==> src/rtl/pwm_pkg.sv <==
// Shared constants, output-mode encoding and compare helper for the PWM controller slice.
package pwm_pkg;

  localparam int unsigned PWM_CNT_W       = 8;
  localparam int unsigned NUM_OUT         = 16;
  localparam int unsigned CLK_DIV_DEFAULT = 13;
  localparam logic [PWM_CNT_W-1:0] DUTY_FULL = 8'hFF;

  typedef enum logic [1:0] {
    OUT_LOW  = 2'd0,
    OUT_HIGH = 2'd1,
    OUT_PWM  = 2'd2
  } out_mode_e;

  // PWM select only matters when the output itself is enabled.
  function automatic out_mode_e out_mode(input logic en_out, input logic en_pwm);
    if (!en_out)     return OUT_LOW;
    else if (!en_pwm) return OUT_HIGH;
    else             return OUT_PWM;
  endfunction

  // Full-scale duty is forced high so the last count of the period does not dip low.
  function automatic logic pwm_compare(input logic [PWM_CNT_W-1:0] cnt,
                                       input logic [PWM_CNT_W-1:0] duty);
    return (duty == DUTY_FULL) || (cnt < duty);
  endfunction

endpackage

==> src/rtl/pwm_timebase.sv <==
// PWM timebase: free-running prescaler, 8-bit period counter and registered period_start pulse.
module pwm_timebase
  import pwm_pkg::*;
#(
  parameter int unsigned CLK_DIV = CLK_DIV_DEFAULT
) (
  input  logic                 clk,
  input  logic                 rst,
  output logic [PWM_CNT_W-1:0] pwm_cnt,
  output logic                 boundary,
  output logic                 period_start
);

  localparam int unsigned     DIV_W    = (CLK_DIV > 1) ? $clog2(CLK_DIV) : 1;
  localparam logic [DIV_W-1:0] DIV_LAST = DIV_W'(CLK_DIV - 1);

  logic [DIV_W-1:0]     prescaler_q, prescaler_d;
  logic [PWM_CNT_W-1:0] pwm_cnt_q, pwm_cnt_d;
  logic                 period_start_q, period_start_d;
  logic                 tick;

  // Next-state for prescaler and period counter; boundary is the last step of a period.
  always_comb begin
    tick           = (prescaler_q == DIV_LAST);
    prescaler_d    = tick ? '0 : prescaler_q + 1'b1;
    pwm_cnt_d      = tick ? pwm_cnt_q + 1'b1 : pwm_cnt_q;
    boundary       = tick && (pwm_cnt_q == '1);
    period_start_d = boundary;
  end

  // Timebase registers; reset aborts the current period.
  always_ff @(posedge clk) begin
    if (rst) begin
      prescaler_q    <= '0;
      pwm_cnt_q      <= '0;
      period_start_q <= 1'b0;
    end else begin
      prescaler_q    <= prescaler_d;
      pwm_cnt_q      <= pwm_cnt_d;
      period_start_q <= period_start_d;
    end
  end

  assign pwm_cnt      = pwm_cnt_q;
  assign period_start = period_start_q;

endmodule

==> src/rtl/pwm_controller.sv <==
// PWM controller: duty selection, shared compare and per-output mux with registered outputs.
// Optional macro PWM_SHADOW_EN: duty is shadowed and only reloaded at period boundaries.
module pwm_controller
  import pwm_pkg::*;
#(
  parameter int unsigned CLK_DIV = CLK_DIV_DEFAULT
) (
  input  logic                 clk,
  input  logic                 rst,
  input  logic [7:0]           en_reg_out_7_0,
  input  logic [7:0]           en_reg_out_15_8,
  input  logic [7:0]           en_reg_pwm_7_0,
  input  logic [7:0]           en_reg_pwm_15_8,
  input  logic [7:0]           pwm_duty_cycle,
  output logic [NUM_OUT-1:0]   out,
  output logic                 period_start
);

  logic [PWM_CNT_W-1:0] pwm_cnt;
  logic                 boundary;
  logic [PWM_CNT_W-1:0] duty_active;
  logic                 pwm_raw;
  logic [NUM_OUT-1:0]   en_out, en_pwm;
  logic [NUM_OUT-1:0]   out_q, out_d;

  pwm_timebase #(
    .CLK_DIV (CLK_DIV)
  ) u_timebase (
    .clk          (clk),
    .rst          (rst),
    .pwm_cnt      (pwm_cnt),
    .boundary     (boundary),
    .period_start (period_start)
  );

`ifdef PWM_SHADOW_EN
  logic [PWM_CNT_W-1:0] duty_q, duty_d;

  // Capture the requested duty only on the boundary edge so each period is whole.
  always_comb begin
    duty_d = boundary ? pwm_duty_cycle : duty_q;
  end

  // Shadow duty register; the first period after reset runs at duty 0.
  always_ff @(posedge clk) begin
    if (rst) duty_q <= '0;
    else     duty_q <= duty_d;
  end

  assign duty_active = duty_q;
`else
  logic unused_boundary;

  // Duty follows the input directly; mid-period changes may produce runt pulses.
  always_comb begin
    duty_active     = pwm_duty_cycle;
    unused_boundary = boundary;
  end
`endif

  // Shared compare and per-output source selection.
  always_comb begin
    en_out  = {en_reg_out_15_8, en_reg_out_7_0};
    en_pwm  = {en_reg_pwm_15_8, en_reg_pwm_7_0};
    pwm_raw = pwm_compare(pwm_cnt, duty_active);
    out_d   = '0;
    for (int unsigned i = 0; i < NUM_OUT; i++) begin
      unique case (out_mode(en_out[i], en_pwm[i]))
        OUT_LOW:  out_d[i] = 1'b0;
        OUT_HIGH: out_d[i] = 1'b1;
        OUT_PWM:  out_d[i] = pwm_raw;
        default:  out_d[i] = 1'b0;
      endcase
    end
  end

  // Output register.
  always_ff @(posedge clk) begin
    if (rst) out_q <= '0;
    else     out_q <= out_d;
  end

  assign out = out_q;

endmodule

==> config.mk <==
export PLATFORM = sky130hd
export DESIGN_NAME = pwm_controller
export DESIGN_NICKNAME = d
export VERILOG_FILES = /design/src/rtl/pwm_pkg.sv /design/src/rtl/pwm_timebase.sv /design/src/rtl/pwm_controller.sv
export SDC_FILE = /design/constraint.sdc
export NUM_CORES = 1
export LEC_CHECK = 0
export CAP_MARGIN = 10
export CORE_MARGIN = 3
export CORE_UTILIZATION = 42
export DETAILED_ROUTE_END_ITERATION = 7
export PLACE_DENSITY = 0.78
export SLEW_MARGIN = 20
export SYNTH_ARGS = -nofsm -noshare
export SYNTH_HDL_FRONTEND = slang
export SYNTH_SLANG_ARGS = --single-unit
==> constraint.sdc <==
create_clock -name clk -period 4.2 [get_ports clk]
set_input_delay 1.05 -clock clk [delete_from_list [all_inputs] [get_ports clk]]
set_output_delay 1.05 -clock clk [all_outputs]
set_load 0.02 [all_outputs]
== Yosys cells after proc, flatten, opt, wreduce, memory -nomap -nowiden ==
Index checks and enable logic that the tools add are counted.

* Add/subtract/negate cells: 2
* Multipliers: 0
* Divide/modulo/power cells: 0
* Magnitude comparators: 1
* Eq/ne operators: 35
* Shift-type cells: 0
* Mux-type cells: 48
* Bitwise operators: 0
* Reductions and logical operators: 3

{| class="wikitable"
|+ Operator list
! cell !! number
|-
| $mux 2 || 32
|-
| $eq 2x1->1 const B || 16
|-
| $eq 2x2->1 const B || 16
|-
| $pmux 1 s2 || 16
|-
| $eq 8x8->1 const B || 2
|-
| $add 8x1->8 const B || 1
|-
| $lt 8x8->1 || 1
|-
| $add 4x1->4 const B || 1
|-
| $eq 4x4->1 const B || 1
|-
| $reduce_or 2->1 || 1
|-
| $logic_and 1x1->1 || 1
|-
| $logic_or 1x1->1 || 1
|}

* Register bits: 29
* Bits in latches: 0
* RAM bits: 0
* ROM bits: 0
* Bits of input ports: 42
* Output and inout port bits: 17
* Word-level logic and storage cells: 93
* Memories kept: 0

== Depth between registers and ports, before layout ==
Gate-level depths: netlist of run 1.

* Depth after elaboration: 4
* Gate-level depth with buffers: 7
* Mapped depth without buffers: 6

== Modules after synthesis ==
From an unflattened synthesis of run 1, not the netlist that was laid out.

* Cell total of the unflattened synthesis: 140
* Area total of the unflattened synthesis: 1363.8 um^2

{| class="wikitable"
|+ Modules (own cells, without submodules)
! module !! times used !! cells each !! area an instance (um^2) !! seq. area each (um^2)
|-
| pwm_controller || 1 || 77 || 793.3 || 320.3
|-
| pwm_timebase || 1 || 63 || 570.5 || 260.2
|}

== Least setup slack after synthesis of run 1 ==
Ideal clock, no wire load.

* Path type: input -> register
* From: in pwm_duty_cycle[7]
* To: reg out_q[10], in the netlist out[10]
* Setup time: 0.116 ns
* Data arrival time: 2.252 ns
* Data required time: 4.084 ns
* Setup slack: 1.833 ns
* Stages: 7
* Path buffers: 1
* Cell sequence: inv_1 > ha_1 > and4_1 > o21ai_1 > o32ai_4 > buf_6 > a21oi_2

* Cells in the longest elaborated chain, start to end: 3
* Elaborated cells between the ends (all ways): 4
* Classes of those cells: order compare (1); eq/ne (1); mux (1); reduce/logical (1)

{| class="wikitable"
|+ Ends and longest elaborated chain
! what !! line !! source
|-
| from (decl) || pwm_controller.sv:14 || <nowiki>input logic [7:0] pwm_duty_cycle,</nowiki>
|-
| $lt 8x8->1 or $eq 8x8->1 (tied branches) || pwm_pkg.sv:25 || <nowiki>return (duty == DUTY_FULL) || (cnt < duty);</nowiki>
|-
| $logic_or 1x1->1 (*) || pwm_pkg.sv:25 ||
|-
| $pmux 1 s2 (*) || pwm_controller.sv:68 || <nowiki>unique case (out_mode(en_out[i], en_pwm[i]))</nowiki>
|-
| to (signal assigned) || pwm_controller.sv:80 || <nowiki>else out_q <= out_d;</nowiki>
|-
| to (decl) || pwm_controller.sv:24 || <nowiki>logic [NUM_OUT-1:0] out_q, out_d;</nowiki>
|}

Mark *: on every way between the ends. The rest lies on a longest branch, timed or not.
A chain may end at the register's enable or synchronous reset.

== Worst setup path after layout of run 1 ==
* From: in pwm_duty_cycle[7]
* To: reg out_q[15], in the netlist out[15]

The elaborated chain is that of the path after synthesis.

==> out/metrics.csv, run 1 <==
stage,metric,value,unit
worst_setup_path,cp_data_arrival_time,3.15,ns
worst_setup_path,startpoint,pwm_duty_cycle[7],
timing,clock_skew,0.00910,ns
drt,ant_nets,0,
clock_network,htreeDepth,2,
grt,grt_pass1_vias,1247,
logic_synthesis,synth_ff_type,dfxtp_1,
timing,hold_violations,0,
logic_synthesis,synth_top_area_share,0.432,
worst_setup_path,critPathRequiredTime,4.38,ns
min_path,hp-class,reg2reg,
timing,setup_tns,0,ns
logic_synthesis,synth_top_area_cell,dfxtp_1,
logic_synthesis,syn_nets,189,
timing,post-route-period-util,0.708,
outcome,status,finished clean,
grt,antenna_found_initial,0,
layout,postLayoutCellArea,0.00200,mm^2
floorplanning,dieArea,0.00391,mm^2
place,place_area,0.00195,mm^2
logic_synthesis,synth_area,0.00134,mm^2
power_and_ir_drop,finalPower,558,uW
worst_setup_path,worstSetupEndpoint,out[15],
layout,nNetsFinal,249,
clock_network,clk_path_buf_depth,2,
layout,fin_util,0.691,
floorplanning,num_io_pins,59,
worst_setup_path,cp-start-kind,primary input,
place,routabilityCongestion,0.703,
worst_setup_path,slowest_stage,o32ai_4,
logic_synthesis,yosys_warnings,0,
logic_synthesis,synth_cells,137,
power_and_ir_drop,p_leak,0.000795,uW
worst_setup_path,rrSetupSlack,2.14,ns
power_and_ir_drop,max-vdd-ir-drop,0.000169,V
worst_setup_path,slowest_delay,0.79,ns
clock_network,clk_pin_slew,0.08,ns
layout,drive_above_1_share,0.0964,
logic_synthesis,synth_most_common_cell,dfxtp_1,
grt,grt_pass1_wl,5.22,mm
grt,grt_overflow_total,0,
grt,grt_usage,0.168,
power_and_ir_drop,cellPowerDensity,279,mW/mm^2
drt,first_pass_iters,4,
timing,fin_ws,1.23,ns
timing,rsz0062_at_grt,false,
worst_setup_path,cp_num_buf_inv,2,
worst_setup_path,regToRegEndpoint,out[15],
drt,post_drt_wl_per_cell,13.1,um
drt,viasPerCell,4.86,
place,portBuffers,58,
worst_setup_path,r2r_cells,5,
timing,setup_viol,0,
drt,via_count,1162,
timing,slew_viol_final,0,
logic_synthesis,yosysUniqueCellTypes,30,
clock_network,cts_hold_buf,0,
logic_synthesis,synth_commonest_cells,"29 x dfxtp_1, 16 x nand2b_1, 11 x a21oi_1",
worst_setup_path,crit_chain,"clkdlybuf4s50_1, inv_1, ha_1, and4_1, o21ai_1, o32ai_4, a21oi_1",
clock_network,cts_inserted_buffers,5,
floorplanning,core,0.00290,mm^2
layout,area_delta_synth_final,49.2,%
timing,tightest_slew,0.871,ns
worst_setup_path,rr_startpoint,u_timebase.pwm_cnt[4],
worst_setup_path,crit_path_end_kind,flop,
logic_synthesis,synth-edff-count,0,
clock_network,clkLatencyLatePin,0.33,ns
floorplanning,initial_core_util,0.463,
floorplanning,fp-row-count,19,
logic_synthesis,async_reset_ff_frac,0,
drt,top_layer,met4,
drt,drc,0,
floorplanning,die_y,62.5,um
timing,relSlewSlack,0.419,
layout,fillers,251,
drt,routed_wl,3.14,mm
drt,route.met3.wl,391,um
logic_synthesis,ys_seq_area_frac,0.432,
clock_network,postCtsSetupRepairBufs,0,
place,place.detailed.hpwl,2.49,mm
timing,period_needed,2.97,ns
logic_synthesis,synth_area_leaders,"dfxtp_1 43%, ha_1 9.3%, nand2b_1 7.5%",
worst_setup_path,crit_type,in2reg,
clock_network,cts-root-buf,clkbuf_4,
drt,routed-wl-met2,1.50,mm
floorplanning,die_w,62.5,um
place,pre_cts_ws,0.874,ns
clock_network,ctsResizeCount,0,
worst_setup_path,worst-path-stages,7,
drt,drtIter0Drc,15,
timing,fmax,336,MHz
grt,grt_start_max_net_pins,30,
logic_synthesis,synth.avg_cell_area,9.80,um^2
drt,met1_length,1.19,mm
clock_network,cts_tree,built,
logic_synthesis,ys_ff_latch,29,
job,cap_violations,0,
layout,diodes,0,
worst_setup_path,crit_family,compound AO/OA/AOI/OAI gates,
worst_setup_path,cp_max_fo,16,
clock_network,numClockSinks,29,
worst reg2reg max path, cell delays in order (launching register included):
cell,delay (ns)
dfxtp_1,0.37
ha_1,0.29
and4_1,0.19
o21ai_1,0.10
o32ai_4,0.79
a21oi_1,0.18
placed cells by master, fill, tap and decap left out, drive strengths merged:
master	n
xor2	3
xnor2	4
and4	1
ha	10
o21ai	3
a2111oi	1
o32ai	1
nor3b	1
a21oi	21
nor2	8
dfxtp	29
nand3	2
clkbuf	7
a21o	1
nand2b	17
nand4	5
a41o	1
or3	1
nor3	4
o21a	1
clkdlybuf4s50	58
or4	1
nand2	4
and3	2
inv	10
nor4bb	1
stage by stage:
step / hold slack, ns / cells
floorplan: 0.454 / 137
global placement: 0.475 / 232
detailed placement: 0.492 / 232
CTS: 0.504 / 239
global route: 0.524 / 239
finish: 0.500 / 239
registers in the layout, indices dropped and copies added, names as in the netlist:
| name | flops |
|---|---|
| u_timebase.pwm_cnt | 8 |
| u_timebase.prescaler_q | 4 |
| out | 16 |
| u_timebase.period_start | 1 |
layout make-up:
class	instances	area, um^2	area share
Clock buffer	7	55.1	0.0275
Timing Repair Buffer	58	581	0.290
Tap cell	42	52.6	0.0262
Sequential cell	29	581	0.290
Inverter	10	37.5	0.0187
Multi-Input combinational cell	93	697	0.348
where the power goes:
part	switching [uW]	internal, uW	leakage, uW
Clock	89.1	78.8	0.0000314
Combinational	38.6	61.5	0.000525
Sequential	4.24	286	0.000239
Total	132	426	0.000795
logic make-up (layout without fill, tap and decap cells):
kind of cell	Yosys count	in the layout	share of synthesized area
and+or+nand+nor	47	47	0.203
buffers and inverters	15	75	0.0485
DFF	29	29	0.432
adders and majority gates	10	10	0.0932
xor gates and xnor gates	7	7	0.0457
AOI/OAI and AO/OA	29	29	0.177
layer usage:
layer | track usage | vias up
li1 | - | 587
met1 | 0.162 | 518
met2 | 0.292 | 50
met3 | 0.101 | 7
met4 | 0.0661 | 0
met5 | 0 | -
worst min path at each step:
stage                                   start                   endpoint  slack [ns]  cells past startpoint
global route            u_timebase.pwm_cnt[7]    u_timebase.period_start        0.52                      1
floorplan           u_timebase.prescaler_q[0]  u_timebase.prescaler_q[0]        0.45                      1
CTS                 u_timebase.prescaler_q[0]  u_timebase.prescaler_q[0]        0.50                      1
global placement    u_timebase.prescaler_q[0]  u_timebase.prescaler_q[0]        0.47                      1
detailed placement  u_timebase.prescaler_q[0]  u_timebase.prescaler_q[0]        0.49                      1
finish              u_timebase.prescaler_q[0]  u_timebase.prescaler_q[0]        0.50                      1
No activity file was read; power rests on OpenSTA's default activity.
==> run 2, diff against run 1 <==
--- a/config.mk
+++ b/config.mk
@@ -7,9 +7,9 @@
 export LEC_CHECK = 0
 export CAP_MARGIN = 10
 export CORE_MARGIN = 3
-export CORE_UTILIZATION = 42
+export CORE_UTILIZATION = 37
 export DETAILED_ROUTE_END_ITERATION = 7
-export PLACE_DENSITY = 0.78
+export PLACE_DENSITY = 0.73
 export SLEW_MARGIN = 20
 export SYNTH_ARGS = -nofsm -noshare
 export SYNTH_HDL_FRONTEND = slang
==> constraint.sdc (replaced) <==
create_clock -name clk -period 2.45 [get_ports clk]
set_input_delay 0.6125 -clock clk [delete_from_list [all_inputs] [get_ports clk]]
set_output_delay 0.6125 -clock clk [all_outputs]
set_load 0.02 [all_outputs]
==> run 2 against run 1 <==
Final cell count rose by 2.9%. Sequential power is 71% higher. Worst setup slack got worse by 0.91 ns. First-iteration DRC count unchanged. Critical path depth increased by 1. Clock power rose by 96%. Clock skew fell by 0.0037 ns. Total power increased by 79%. Die area up 12%. Sequential share of layout area shrank 0.67 points. Utilization down 9.0 points. Highest routed layer unchanged. Non-clock buffer count rose by 2. Critical path type unchanged.
==> out/metrics.csv, run 2 (same netlist as run 1, synthesis figures left out) <==
stage,metric,value,unit
timing,clock_skew,0.00545,ns
grt,grt_pass1_vias,1208,
worst_setup_path,crit_type,in2reg,
power_and_ir_drop,cellPowerDensity,487,mW/mm^2
worst_setup_path,slowest_delay,0.49,ns
clock_network,numClockSinks,29,
timing,setup_viol,0,
drt,routed_wl,3.13,mm
clock_network,ctsResizeCount,0,
worst_setup_path,cp_num_buf_inv,3,
power_and_ir_drop,p_leak,0.000818,uW
drt,ant_nets,0,
worst_setup_path,cp-start-kind,primary input,
layout,seq_area,581,um^2
layout,drive_above_1_share,0.115,
worst_setup_path,cp_max_fo,16,
drt,first_pass_iters,4,
floorplanning,die_w,66.2,um
clock_network,cts_inserted_buffers,5,
timing,relSlewSlack,0.643,
outcome,status,finished clean,
worst_setup_path,slowest_stage,clkdlybuf4s50_1,
drt,via_count,1182,
floorplanning,num_io_pins,59,
timing,slew_viol_final,0,
floorplanning,initial_core_util,0.393,
place,routabilityCongestion,0.680,
layout,final_cell_mix,"58 x clkdlybuf4s50_1, 29 x dfxtp_1, 16 x nand2b_1, 11 x a21oi_1",
grt,grt_pass1_wl,4.94,mm
floorplanning,fp-row-count,21,
worst_setup_path,critPathRequiredTime,2.67,ns
place,place.detailed.hpwl,2.49,mm
clock_network,cts_hold_buf,0,
worst_setup_path,crit_path_end_kind,flop,
clock_network,htreeDepth,2,
worst_setup_path,cp_data_arrival_time,2.35,ns
drt,drc,0,
layout,layout_commonest_cell,clkdlybuf4s50_1,
layout,nNetsFinal,251,
clock_network,clk_path_buf_depth,2,
drt,drtIter0Drc,15,
timing,fmax,469,MHz
clock_network,cts-root-buf,clkbuf_4,
layout,diodes,0,
timing,hold_violations,0,
layout,postLayoutCellArea,0.00205,mm^2
job,cap_violations,0,
power_and_ir_drop,finalPower,999,uW
floorplanning,die_y,66.2,um
timing,period_needed,2.13,ns
grt,grt_start_max_net_pins,22,
timing,tightest_slew,0.533,ns
grt,grt_usage,0.152,
power_and_ir_drop,max-vdd-ir-drop,0.000319,V
worst_setup_path,crit_chain,"clkdlybuf4s50_1, inv_1, ha_1, and4_1, o21ai_1, o32ai_4, buf_12, a21oi_1",
grt,antenna_found_initial,0,
layout,area_delta_synth_final,52.7,%
place,portBuffers,58,
layout,multi_input_area,697,um^2
clock_network,clk_pin_slew,0.09,ns
grt,grt_overflow_total,0,
worst_setup_path,crit_family,buffers and inverters,
drt,post_drt_wl_per_cell,12.7,um
layout,largest_reg_flops,16,
floorplanning,dieArea,0.00439,mm^2
timing,setup_tns,0,ns
floorplanning,core,0.00342,mm^2
place,place_area,0.00198,mm^2
layout,fillers,300,
timing,rsz0062_at_grt,false,
clock_network,cts_tree,built,
timing,post-route-period-util,0.870,
drt,viasPerCell,4.80,
min_path,hp-class,reg2reg,
clock_network,postCtsSetupRepairBufs,0,
clock_network,clkLatencyLatePin,0.32,ns
## run 2: cell type report
type                       instances  area share
tap                               46      0.0281
inverter                          10      0.0183
clock buffer                       7      0.0317
clock inverter                     1     0.00244
timing repair buffer              60       0.297
sequential                        29       0.283
multi-input combinational         93       0.340
## run 2: through the flow
stage                util  hold WS, ns  setup WS (ns)  instances
global placement    0.580        0.465         0.0766        238
detailed placement  0.580        0.484        -0.0302        238
floorplan               -        0.454          0.520        137
CTS                 0.600        0.496          0.334        246
finish              0.600        0.498          0.318        246
global route        0.600        0.526          0.248        246
## run 2: path summary, 6_finish.rpt
| kind | startpoint | endpoint | slack [ns] | depth (start not counted) |
|---|---|---|---|---|
| worst max-delay path | pwm_duty_cycle[6] | out[4] | 0.32 | 8 |
| worst max register to register | u_timebase.pwm_cnt[6] | out[4] | 0.77 | 6 |
| worst min register to register | u_timebase.prescaler_q[0] | u_timebase.prescaler_q[0] | 0.50 | 1 |
| worst min-delay path | u_timebase.prescaler_q[0] | u_timebase.prescaler_q[0] | 0.50 | 1 |
## run 2: power breakdown
group / total (uW) / internal, uW / switching, uW / leakage, uW
logic: 173 / 106 / 66.2 / 0.000538
registers: 497 / 490 / 7.62 / 0.000239
clock network: 330 / 166 / 163 / 0.0000413
total: 999 / 762 / 237 / 0.000818
## run 2: per-layer routing
layer / GRT usage / wire (um)
met4: 0.0609 / 45
met5: 0 / 0
met3: 0.0833 / 352
met1: 0.155 / 1210
met2: 0.258 / 1510
==> run 3, diff against run 2 <==
--- a/config.mk
+++ b/config.mk
@@ -6,6 +6,7 @@
 export NUM_CORES = 1
 export LEC_CHECK = 0
 export CAP_MARGIN = 10
+export CORE_ASPECT_RATIO = 1.4
 export CORE_MARGIN = 3
 export CORE_UTILIZATION = 37
 export DETAILED_ROUTE_END_ITERATION = 7
==> run 3 against run 2 <==
Die area increased by 0.24%. Global-route usage increased by 0.74 points. Highest routed layer unchanged. Largest cell class unchanged. Routed wire length increased by 4.0%.
==> out/metrics.csv, run 3 (same netlist as run 1, synthesis figures left out) <==
stage,metric,value,unit
timing,relSlewSlack,0.770,
power_and_ir_drop,cellPowerDensity,515,mW/mm^2
worst_setup_path,slowest_stage,clkdlybuf4s50_1,
place,dp.cells,232,
layout,layout_commonest_cell,clkdlybuf4s50_1,
clock_network,numClockSinks,29,
timing,post-route-period-util,0.895,
clock_network,clkLatencyLatePin,0.27,ns
clock_network,cts_tree,built,
worst_setup_path,crit_type,in2reg,
clock_network,clk_path_buf_depth,2,
grt,grt_usage,0.160,
clock_network,clk_pin_slew,0.06,ns
timing,tightest_slew,0.344,ns
timing,rsz0062_at_grt,false,
place,place.detailed.hpwl,2.53,mm
power_and_ir_drop,p_leak,0.000821,uW
worst_setup_path,startpoint,pwm_duty_cycle[6],
grt,grt_start_max_net_pins,20,
grt,grt_overflow_total,0,
place,place_area,0.00197,mm^2
timing,slew_viol_final,0,
worst_setup_path,cp_data_arrival_time,2.36,ns
timing,setup_viol,0,
worst_setup_path,regToRegEndpoint,out[15],
clock_network,cts_inserted_buffers,5,
layout,area_delta_synth_final,53.4,%
drt,first_pass_iters,6,
timing,period_needed,2.19,ns
floorplanning,initial_core_util,0.390,
layout,nNetsFinal,251,
outcome,status,finished clean,
worst_setup_path,rrSetupSlack,0.79,ns
drt,routed_wl,3.25,mm
floorplanning,core,0.00344,mm^2
layout,stdcell_count,239,
drt,ant_nets,0,
power_and_ir_drop,max-vdd-ir-drop,0.000495,V
clock_network,htreeDepth,2,
drt,via_count,1198,
worst_setup_path,cp_max_fo,16,
worst_setup_path,worstSetupEndpoint,out[15],
worst_setup_path,cp-start-kind,primary input,
place,portBuffers,58,
job,cap_violations,0,
floorplanning,die_w,56.9,um
floorplanning,num_io_pins,59,
timing,hold_violations,0,
worst_setup_path,critPathRequiredTime,2.61,ns
worst_setup_path,crit_chain,"clkdlybuf4s50_1, inv_1, ha_1, and4_1, o21ai_1, o32ai_4, buf_12, a21oi_1",
timing,setup_tns,0,ns
min_path,hp-class,reg2reg,
place,routabilityCongestion,0.753,
drt,drtIter0Drc,28,
floorplanning,die_y,77.3,um
clock_network,ctsResizeCount,0,
timing,clock_skew,0.00428,ns
worst_setup_path,crit_path_end_kind,flop,
drt,post_drt_wl_per_cell,13.6,um
timing,fmax,456,MHz
timing,fin_ws,0.257,ns
clock_network,postCtsSetupRepairBufs,0,
worst_setup_path,rr_startpoint,u_timebase.pwm_cnt[5],
layout,fin_util,0.599,
grt,grt_pass1_vias,1307,
layout,largest_reg_flops,16,
floorplanning,fp-row-count,25,
layout,final_cell_mix,"58 x clkdlybuf4s50_1, 29 x dfxtp_1, 16 x nand2b_1, 11 x a21oi_1",
worst_setup_path,slowest_delay,0.49,ns
place,pre_cts_ws,-0.00323,ns
drt,drc,0,
grt,grt_pass1_wl,5.46,mm
floorplanning,dieArea,0.00440,mm^2
layout,diodes,0,
clock_network,cts-root-buf,clkbuf_8,
drt,viasPerCell,5.01,
worst_setup_path,r2r_cells,6,
layout,drive_above_1_share,0.106,
layout,postLayoutCellArea,0.00206,mm^2
clock_network,cts_hold_buf,0,
grt,antenna_found_initial,0,
run 3: cell types whose count changed in the layout (fill, tap and decap cells not counted), sizes merged:
cell	delta
clkinv	-1
run 3: through the flow:
stage	hold WS [ns]	power (uW)
CTS	0.489	1070
global placement	0.469	676
detailed placement	0.481	682
floorplan	0.454	573
finish	0.488	1060
global route	0.514	1110
run 3: cell type report:
type / count / area [um^2]
fillers: 298 / 1380
multi-input cells: 93 / 697
inverters: 10 / 37.5
repair buffers: 60 / 608
flip-flops and latches: 29 / 581
clock buffers: 7 / 86.3
well taps: 40 / 50.0
run 3: power breakdown:
| part | switching, uW | internal [uW] | leakage (uW) |
|---|---|---|---|
| Clock | 166 | 222 | 0.0000443 |
| Sequential | 8.37 | 491 | 0.000239 |
| Combinational | 66.5 | 107 | 0.000538 |
run 3: worst min path at each step:
stage / from / end / slack, ns / depth (start not counted)
after CTS: u_timebase.prescaler_q[0] / u_timebase.prescaler_q[0] / 0.49 / 1
after floorplan: u_timebase.prescaler_q[0] / u_timebase.prescaler_q[0] / 0.45 / 1
after detailed placement: u_timebase.prescaler_q[0] / u_timebase.prescaler_q[0] / 0.48 / 1
after global placement: u_timebase.prescaler_q[0] / u_timebase.prescaler_q[0] / 0.47 / 1
final: u_timebase.prescaler_q[0] / u_timebase.prescaler_q[0] / 0.49 / 1
after global routing: u_timebase.pwm_cnt[7] / u_timebase.period_start / 0.51 / 1
run 3: critical path, delay by kind of cell:
kind | cells | cell delay [ns]
simple gates | 1 | 0.18
fa+ha+maj | 1 | 0.31
compound gates | 3 | 0.49
buf+inv | 3 | 0.75
run 3: per-layer routing:
layer | global-route usage | up-vias | part of all wire
li1 | - | 589 | -
met1 | 0.150 | 544 | 0.36
met2 | 0.275 | 58 | 0.49
met3 | 0.0875 | 7 | 0.12
met4 | 0.0766 | 0 | 0.020
met5 | 0 | - | 0
